$ cat src/rtl/fpll_avmm_rmw_sequencer_if.sv
// fpll_avmm_rmw_sequencer_if: host command/response and fPLL Avalon-MM reconfiguration signals
interface fpll_avmm_rmw_sequencer_if;
  logic       cmd_valid;
  logic       cmd_ready;
  logic [8:0] cmd_addr;
  logic [7:0] cmd_mask;
  logic [7:0] cmd_data;
  logic       cmd_wait_lock;
  logic       rsp_valid;
  logic [1:0] rsp_error;
  logic [7:0] rsp_rdata;
  logic       busy;
  logic [8:0] pll_avmmaddress;
  logic       pll_avmmread;
  logic       pll_avmmwrite;
  logic [7:0] pll_avmmwritedata;
  logic [7:0] pll_avmmreaddata;
  logic       pll_lock;
  modport master (
    input  cmd_valid, cmd_addr, cmd_mask, cmd_data, cmd_wait_lock, pll_avmmreaddata, pll_lock,
    output cmd_ready, rsp_valid, rsp_error, rsp_rdata, busy,
           pll_avmmaddress, pll_avmmread, pll_avmmwrite, pll_avmmwritedata
  );
  modport slave (
    output cmd_valid, cmd_addr, cmd_mask, cmd_data, cmd_wait_lock, pll_avmmreaddata, pll_lock,
    input  cmd_ready, rsp_valid, rsp_error, rsp_rdata, busy,
           pll_avmmaddress, pll_avmmread, pll_avmmwrite, pll_avmmwritedata
  );
endinterface

$ cat src/rtl/fpll_avmm_rmw_sequencer.sv
// fpll_avmm_rmw_sequencer: masked read-modify-write of one fPLL register with optional re-lock wait; FPLL_RMW_VERIFY_EN adds a readback verify
module fpll_avmm_rmw_sequencer #(
  parameter int READ_LATENCY = 2,
  parameter int LOCK_BLANK   = 16,
  parameter int LOCK_TIMEOUT = 4096,
  parameter int CNT_W        = 13
) (
  input logic avmmclk,
  input logic avmmrstn,
  fpll_avmm_rmw_sequencer_if.master bus
);
`ifdef FPLL_RMW_VERIFY_EN
  typedef enum logic [2:0] {IDLE, READ, RWAIT, WRITE, LOCK_WAIT, DONE, VERIFY, VWAIT} state_t;
  localparam state_t POST = VERIFY;
`else
  typedef enum logic [2:0] {IDLE, READ, RWAIT, WRITE, LOCK_WAIT, DONE} state_t;
  localparam state_t POST = DONE;
`endif
  state_t st, nxt;
  logic [CNT_W-1:0] cnt;
  logic [8:0] addr_q;
  logic [7:0] mask_q, data_q, rd_q;
  logic wl_q;
  logic [1:0] err;
  logic rd_done, lk_ok, lk_to;
  assign rd_done = cnt == CNT_W'(READ_LATENCY - 1);
  assign lk_ok = cnt >= CNT_W'(LOCK_BLANK) && bus.pll_lock;
  // timeout lands so the response comes LOCK_BLANK+LOCK_TIMEOUT cycles after the write strobe
  assign lk_to = cnt == CNT_W'(LOCK_BLANK + LOCK_TIMEOUT - 2);
  assign bus.cmd_ready = st == IDLE;
  assign bus.busy = st != IDLE;
  assign bus.rsp_valid = st == DONE;
  assign bus.rsp_rdata = st == DONE ? rd_q : '0;
  assign bus.rsp_error = st == DONE ? err : '0;
  assign bus.pll_avmmaddress = st != IDLE ? addr_q : '0;
`ifdef FPLL_RMW_VERIFY_EN
  assign bus.pll_avmmread = st == READ || st == VERIFY;
`else
  assign bus.pll_avmmread = st == READ;
`endif
  assign bus.pll_avmmwrite = st == WRITE;
  assign bus.pll_avmmwritedata = st == WRITE ? (rd_q & ~mask_q) | (data_q & mask_q) : '0;
  // next-state decode; lock success beats a timeout expiring in the same cycle
  always_comb begin
    nxt = st;
    case (st)
      IDLE:      nxt = bus.cmd_valid ? READ : IDLE;
      READ:      nxt = RWAIT;
      RWAIT:     nxt = !rd_done ? RWAIT : mask_q == '0 ? DONE : WRITE;
      WRITE:     nxt = wl_q ? LOCK_WAIT : POST;
      LOCK_WAIT: nxt = lk_ok ? POST : lk_to ? DONE : LOCK_WAIT;
`ifdef FPLL_RMW_VERIFY_EN
      VERIFY:    nxt = VWAIT;
      VWAIT:     nxt = rd_done ? DONE : VWAIT;
`endif
      DONE:      nxt = IDLE;
      default:   nxt = IDLE;
    endcase
  end
  // state, per-state cycle counter (cleared on every state change), command capture and status
  always_ff @(posedge avmmclk) begin
    if (!avmmrstn) begin
      st <= IDLE;
      cnt <= '0;
      addr_q <= '0;
      mask_q <= '0;
      data_q <= '0;
      wl_q <= 1'b0;
      rd_q <= '0;
      err <= '0;
    end else begin
      st <= nxt;
      cnt <= nxt != st ? '0 : cnt + CNT_W'(1);
      if (st == IDLE && bus.cmd_valid) begin
        addr_q <= bus.cmd_addr;
        mask_q <= bus.cmd_mask;
        data_q <= bus.cmd_data;
        wl_q <= bus.cmd_wait_lock;
        err <= '0;
      end
      if (st == RWAIT && rd_done) rd_q <= bus.pll_avmmreaddata;
      if (st == LOCK_WAIT && !lk_ok && lk_to) err <= 2'b01;
`ifdef FPLL_RMW_VERIFY_EN
      if (st == VWAIT && rd_done && |((bus.pll_avmmreaddata ^ data_q) & mask_q)) err <= 2'b10;
`endif
    end
  end
endmodule

$ cat src/flat_wrapper.sv
// flat-port wrapper written by rule: the top's interface ports become plain ports
module fpll_avmm_rmw_sequencer_flat 
#(
  parameter int READ_LATENCY = 2,
  parameter int LOCK_BLANK   = 16,
  parameter int LOCK_TIMEOUT = 4096,
  parameter int CNT_W        = 13
)
  (avmmclk, avmmrstn, bus_cmd_valid, bus_cmd_addr, bus_cmd_mask, bus_cmd_data, bus_cmd_wait_lock, bus_pll_avmmreaddata, bus_pll_lock, bus_cmd_ready, bus_rsp_valid, bus_rsp_error, bus_rsp_rdata, bus_busy, bus_pll_avmmaddress, bus_pll_avmmread, bus_pll_avmmwrite, bus_pll_avmmwritedata);
  fpll_avmm_rmw_sequencer_if bus_i ();
  input logic avmmclk;
  input logic avmmrstn;
  input wire logic [$bits(bus_i.cmd_valid)-1:0] bus_cmd_valid;
  input wire logic [$bits(bus_i.cmd_addr)-1:0] bus_cmd_addr;
  input wire logic [$bits(bus_i.cmd_mask)-1:0] bus_cmd_mask;
  input wire logic [$bits(bus_i.cmd_data)-1:0] bus_cmd_data;
  input wire logic [$bits(bus_i.cmd_wait_lock)-1:0] bus_cmd_wait_lock;
  input wire logic [$bits(bus_i.pll_avmmreaddata)-1:0] bus_pll_avmmreaddata;
  input wire logic [$bits(bus_i.pll_lock)-1:0] bus_pll_lock;
  output wire logic [$bits(bus_i.cmd_ready)-1:0] bus_cmd_ready;
  output wire logic [$bits(bus_i.rsp_valid)-1:0] bus_rsp_valid;
  output wire logic [$bits(bus_i.rsp_error)-1:0] bus_rsp_error;
  output wire logic [$bits(bus_i.rsp_rdata)-1:0] bus_rsp_rdata;
  output wire logic [$bits(bus_i.busy)-1:0] bus_busy;
  output wire logic [$bits(bus_i.pll_avmmaddress)-1:0] bus_pll_avmmaddress;
  output wire logic [$bits(bus_i.pll_avmmread)-1:0] bus_pll_avmmread;
  output wire logic [$bits(bus_i.pll_avmmwrite)-1:0] bus_pll_avmmwrite;
  output wire logic [$bits(bus_i.pll_avmmwritedata)-1:0] bus_pll_avmmwritedata;
  assign bus_i.cmd_valid = bus_cmd_valid;
  assign bus_i.cmd_addr = bus_cmd_addr;
  assign bus_i.cmd_mask = bus_cmd_mask;
  assign bus_i.cmd_data = bus_cmd_data;
  assign bus_i.cmd_wait_lock = bus_cmd_wait_lock;
  assign bus_i.pll_avmmreaddata = bus_pll_avmmreaddata;
  assign bus_i.pll_lock = bus_pll_lock;
  assign bus_cmd_ready = bus_i.cmd_ready;
  assign bus_rsp_valid = bus_i.rsp_valid;
  assign bus_rsp_error = bus_i.rsp_error;
  assign bus_rsp_rdata = bus_i.rsp_rdata;
  assign bus_busy = bus_i.busy;
  assign bus_pll_avmmaddress = bus_i.pll_avmmaddress;
  assign bus_pll_avmmread = bus_i.pll_avmmread;
  assign bus_pll_avmmwrite = bus_i.pll_avmmwrite;
  assign bus_pll_avmmwritedata = bus_i.pll_avmmwritedata;
  fpll_avmm_rmw_sequencer #(.READ_LATENCY(READ_LATENCY), .LOCK_BLANK(LOCK_BLANK), .LOCK_TIMEOUT(LOCK_TIMEOUT), .CNT_W(CNT_W)) u_core (.avmmclk(avmmclk), .avmmrstn(avmmrstn), .bus(bus_i));
endmodule
$ cat config.mk
export PLATFORM = sky130hd
export DESIGN_NAME = fpll_avmm_rmw_sequencer_flat
export DESIGN_NICKNAME = d
export VERILOG_FILES = /design/src/rtl/fpll_avmm_rmw_sequencer_if.sv /design/src/rtl/fpll_avmm_rmw_sequencer.sv /design/src/flat_wrapper.sv
export SDC_FILE = /design/constraint.sdc
export NUM_CORES = 1
export LEC_CHECK = 0
export ABC_AREA = 1
export BUFFER_PORTS_ARGS = -buffer_cell sky130_fd_sc_hd__clkbuf_2
export CAP_MARGIN = 5
export CELL_PAD_IN_SITES_DETAIL_PLACEMENT = 1
export CELL_PAD_IN_SITES_GLOBAL_PLACEMENT = 1
export CORE_AREA = 2 2 82 84
export DETAILED_ROUTE_END_ITERATION = 10
export DIE_AREA = 0 0 84 86
export HOLD_SLACK_MARGIN = 0.06
export PLACE_DENSITY_LB_ADDON = 0.1
export SYNTH_ARGS = -nofsm -noshare
export SYNTH_HDL_FRONTEND = slang
export SYNTH_SLANG_ARGS = --single-unit
$ cat constraint.sdc
create_clock -name avmmclk -period 4 [get_ports avmmclk]
set_clock_uncertainty 0.15 [all_clocks]
set_input_delay 0 -clock avmmclk [delete_from_list [all_inputs] [get_ports avmmclk]]
set_output_delay 0 -clock avmmclk [all_outputs]
set_load 0.005 [all_outputs]
==> reports/qor.txt, run 1 <==
FF+latch count, synth - 51
CTS sink cnt - 51
DRC violations left - 0
CTS tree - done
Fmax - 427 MHz
Hold Crit Class - in2reg
Fin. Hold Viols - 0
initial antenna violation count - 0
max-cap violation count - 0
HPWL after detailed placement - 4770 microns
Routed Antenna Nets - 0
Critical Path RT - 4.08 ns
area of the die - 7220 sq um
CP Capture Type - flop
Final GP Congestion - 0.808
Cell Area, Synth - 2420 sq um
largest net degree at the start of global routing - 43
setup TNS - 0 ns
CTS H-tree lvls - 2
ys flop type - dfxtp_1
setup repair after global routing missed its margin - no
Initial Util - 38.5%
FILL cells - 823
Cells after Synth - 344
CP Data Arrival Time - 2.43 ns
total power - 0.00114 W
vias in the first global route - 2699
Mapped Nets - 386
first-pass GRT wire length - 12400 microns
Avg Cell Area, Syn - 7.03 sq um
DRT iter0 DRCs - 147
Chip Height - 86 microns
drt wl/cell - 14.2 microns
Reg clk slew, reported paths - 0.09 ns
Area Growth Syn to Fin - 39.5%
Die Wd - 84 microns
fin crit period - 2.34 ns
TritonRoute pass-1 iters - 4
clk root buf - clkbuf_8
Tcrit/Tclk final - 58.6%
DRT Wirelength - 7560 microns
core area - 6280 sq um
relative slew slack - 49.9%
Num CTS Buffers - 5
number of antenna diodes - 0
Final Max Tran Viols - 0
non-filler cells, final - 532
nets@finish - 496
Unique masters post-synth - 27
PD cells - 338 nW/um^2
synth top area cells - dfxtp_1 (42%), a21oi_1 (7.7%), nand2_1 (7.4%), inv_1 (7.3%), nor2_1 (6.8%)
Syn. warnings - 0
VDD IR-drop max - 0.197 mV
worst slew pin tran - 0.748 ns
Resized cells post-CTS - 0
Vias - 2574
IO Port Bufs - 68
Top-Level Pins - 70
placed insts - 477
run status - completed
total gr overflow - 0
Via density - 4.84
number of synthesized flops with an enable pin - 0
row count - 29
clk_lat worst skew - 0.30 ns
clk buf depth - 2
Leakage - 1.46 nW
fraction of layout cells with a size suffix above 1 - 22.2%
sequential share of the synthesized area - 42.2%
CP Max Fanout - 13
r2r setup slk - 1.66 ns
Final setup viols - 0
Yosys top cell by area - dfxtp_1
Yosys top cell area share - 42.2%
Post-synth ARST share - 0%
Startpoint Class - flop
global router's overall resource usage - 21.5%
Setup CP Type - reg2reg
## stage by stage
step	setup WS [ns]	cell area [sq um]	utilization (%)	hold slack [ns]
after floorplan	2.34	2420	-	-0.0116
after CTS	1.60	3370	53.8	0.0984
after detailed placement	1.62	2800	44.7	0.110
after global placement	1.78	2800	44.7	0.105
after global routing	1.41	3370	53.8	0.141
final	1.66	3370	53.8	0.122
## repair_timing
action                                 4_1_cts  5_1_grt
setup buffers                                0        0
hold buffers                                47        0
endpoints found under the hold margin       36        0
## kinds of logic (layout without fill, tap and decap cells)
family | count (synthesis) | after routing | synth area share, %
flip-flops | 51 | 51 | 42.2
XOR/XNOR | 10 | 10 | 3.62
AND/OR/NAND/NOR | 141 | 141 | 26.3
AO/OA/AOI/OAI | 70 | 70 | 14.6
other | 1 | 1 | 0.155
adder cells (fa/ha/maj) | 4 | 4 | 2.07
buffers and inverters | 67 | 178 | 11.0
## cells in the mapped netlist (3+ instances only)
cell type and n:
clkbuf_1 9, xnor2_1 4, nand3_1 22, nor3_1 5
a21oi_1 37, nand2_1 48, nor2_2 14, ha_1 4
dfxtp_1 51, inv_1 47, o21ai_0 31, inv_2 5
xor2_1 6, nand3_2 3, nor2_1 44
## state kept, by name (all words and copies together) (netlist names)
signal,cells
u_core.cnt,13
u_core.addr_q,9
u_core.data_q,8
u_core.mask_q,8
u_core.rd_q,8
u_core.st,3
u_core.err,1
u_core.wl_q,1
## final timing paths
kind	start	endpoint	depth (start not counted)
worst min-delay path	avmmrstn	u_core.addr_q[8]	3
worst min register to register	u_core.addr_q[8]	u_core.addr_q[8]	2
worst max-delay path	u_core.st[0]	u_core.cnt[0]	10
worst max register to register	u_core.st[0]	u_core.cnt[0]	10
## power by group
group	leakage, nW	internal, W	switching (W)
clock network	0.0515	0.000158	0.000172
logic	0.992	0.000104	0.000140
registers	0.417	0.000544	0.0000219
total	1.46	0.000806	0.000333
## worst max-delay path: stages (launching register included)
cell	delay, ns
dfxtp_1	0.46
inv_1	0.09
nor2_1	0.60
nand2_1	0.10
nand2_1	0.10
inv_2	0.03
nand2_1	0.07
inv_2	0.05
nand4_1	0.09
nand3_2	0.33
nor2_1	0.19
## cell type report
type | instances | area (sq um) | area share (%)
timing repair buffer | 117 | 826 | 24.5
tap | 77 | 96.3 | 2.86
inverter | 53 | 199 | 5.90
multi-input combinational | 226 | 1130 | 33.6
sequential | 51 | 1020 | 30.3
clock buffer | 8 | 100 | 2.97
## metal layers
metal  global-route usage (%)  vias to the layer above  wire length (microns)
li1                         -                     1298                      -
met1                     25.1                     1206                   3320
met2                     39.6                       53                   3790
met3                     3.37                       17                    265
met4                     7.92                        0                    183
met5                        0                        -                      0
## cells in the final DEF, fill, tap and decap left out, drive strengths merged
cell type,count
ha,4
o21ai,31
nand3b,1
dfxtp,51
xnor2,4
nand3,25
conb,1
nand4,2
clkbuf,76
xor2,6
inv,52
nor3,5
clkinv,1
nand2,49
dlygate4sd3,47
a21o,1
nor2,58
a31oi,1
a21oi,37
nor4,1
buf,2
Power figures use the tool's default switching activity.
==> run 2, diff against run 1 <==
CORE_AREA = 2 2 85 87   (was 2 2 82 84)
DIE_AREA = 0 0 87 89   (was 0 0 84 86)
clock period = 2.3 ns   (was 4 ns; I/O delays follow)
==> run 2 against run 1 <==
Compared with the run above:
- register-to-register slack worse by 1.5 ns
- cell area grew 5.1%
- core utilization shrank 0.98 points
- cell count grew 3.6%
- combinational power rose by 88%
- fmax rose by 11%
- via count grew 3.6%
- die area is 7.2% higher
- setup slack lost 1.5 ns
- critical endpoint is now u_core.mask_q[7]
==> reports/qor.txt, run 2 (synthesis gave the netlist of run 1 again) <==
run status - completed
initial antenna violation count - 0
Top-Level Pins - 70
DRC violations left - 0
VDD IR-drop max - 0.305 mV
Hold Crit Class - in2reg
Die Wd - 87 microns
vias in the first global route - 2713
HPWL after detailed placement - 4840 microns
post-route setup slack - 0.183 ns
non-filler cells, final - 551
Critical Path RT - 2.38 ns
row count - 30
multi-input logic area - 1130 sq um
post-CTS setup buffers - 0
most frequent cells in the layout - clkbuf_2 (68), dlygate4sd3_1 (60), dfxtp_1 (50)
Final Max Tran Viols - 0
TritonRoute pass-1 iters - 5
Vias - 2666
Final setup viols - 0
final core utilization - 52.8%
met3 GRT Util - 3.42%
relative slew slack - 65.5%
Final GP Congestion - 0.824
max-cap violation count - 0
Tcrit/Tclk final - 92.1%
GRT met1 Usage - 24.4%
CP Capture Type - flop
register with the most flip-flops - u_core.cnt
clk_lat worst skew - 0.30 ns
Initial Util - 36.0%
total power - 0.00205 W
placed insts - 484
GR Layer Usage met2 - 37.7%
clk buf depth - 2
drt wl/cell - 13.7 microns
largest net degree at the start of global routing - 42
clk root buf - clkbuf_8
setup TNS - 0 ns
FILL cells - 872
r2r setup slk - 0.18 ns
fraction of layout cells with a size suffix above 1 - 22.3%
worst slew pin tran - 0.517 ns
Area Growth Syn to Fin - 46.6%
CTS H-tree lvls - 2
area of the die - 7740 sq um
Startpoint Class - flop
IO Port Bufs - 68
fin crit period - 2.12 ns
Reg clk slew, reported paths - 0.10 ns
DRT iter0 DRCs - 88
Placement Setup Slack - 0.353 ns
nets@finish - 513
core area - 6720 sq um
most common cell after layout, fill and taps aside - clkbuf_2
Chip Height - 89 microns
max reg flops - 13
largest registers - u_core.cnt x13, u_core.addr_q x9
global router's overall resource usage - 20.3%
Setup CP Type - reg2reg
Routed Antenna Nets - 0
Num CTS Buffers - 5
CTS tree - done
CP Max Fanout - 41
Fin. Hold Viols - 0
number of antenna diodes - 0
PD cells - 578 nW/um^2
total gr overflow - 0
DRT Wirelength - 7550 microns
GR peak layer - met2
CP Data Arrival Time - 2.20 ns
first-pass GRT wire length - 12500 microns
storage element area - 1020 sq um
CTS sink cnt - 51
Leakage - 1.53 nW
Fmax - 472 MHz
setup repair after global routing missed its margin - no
Via density - 4.84
-- run 2: changes by cell type in the layout (fill, tap and decap cells not counted), sizes merged --
cell         previous run  this run
dlygate4sd3            47        60
buf                     2         6
clkbuf                 76        74
bufinv                  0         1
-- run 2: area by class of cell --
type,instances,share of cell area (%)
clock buffer,6,2.05
sequential,51,28.8
multi-input combinational,226,31.9
inverter,53,5.61
timing repair buffer,134,27.9
tap,80,2.82
clock inverter,1,0.847
-- run 2: repair_timing --
action / 4_1_cts / 5_1_grt
gates resized for setup: 0 / 3
endpoints found under the hold margin: 36 / 0
hold buffers: 60 / 0
endpoints found under the setup margin: 0 / 2
-- run 2: metrics by stage --
stage	cell area, sq um	hold WS, ns
global route	3550	0.196
CTS	3540	0.162
finish	3550	0.163
global placement	2840	0.109
floorplan	2420	-0.0116
detailed placement	2840	0.114
-- run 2: path summary, 6_finish.rpt --
check / end / from / cells past startpoint
hold / removal: u_core.rd_q[2] / avmmrstn / 4
setup reg to reg: u_core.mask_q[7] / u_core.st[0] / 6
setup / recovery: u_core.mask_q[7] / u_core.st[0] / 6
hold reg to reg: u_core.cnt[0] / u_core.cnt[0] / 1
-- run 2: critical path: stages, from the launching register on --
cell and delay [ns]:
dfxtp_1 0.48, nor2_2 0.08, nand3_2 0.08, buf_4 0.38, o21ai_0 0.17, dlygate4sd3_1 0.60, a21oi_1 0.11
-- run 2: layer usage --
metal  vias to the layer above  routed length (microns)
li1                       1330                        -
met1                      1275                     3350
met2                        49                     3850
met3                        12                      237
met4                         0                      108
met5                         -                        0
-- run 2: where the power goes --
part	leakage (nW)	switching, W	internal (W)
Sequential	0.417	0.0000381	0.000946
Clock	0.0513	0.000288	0.000319
Combinational	1.06	0.000247	0.000211
Total	1.53	0.000573	0.00148
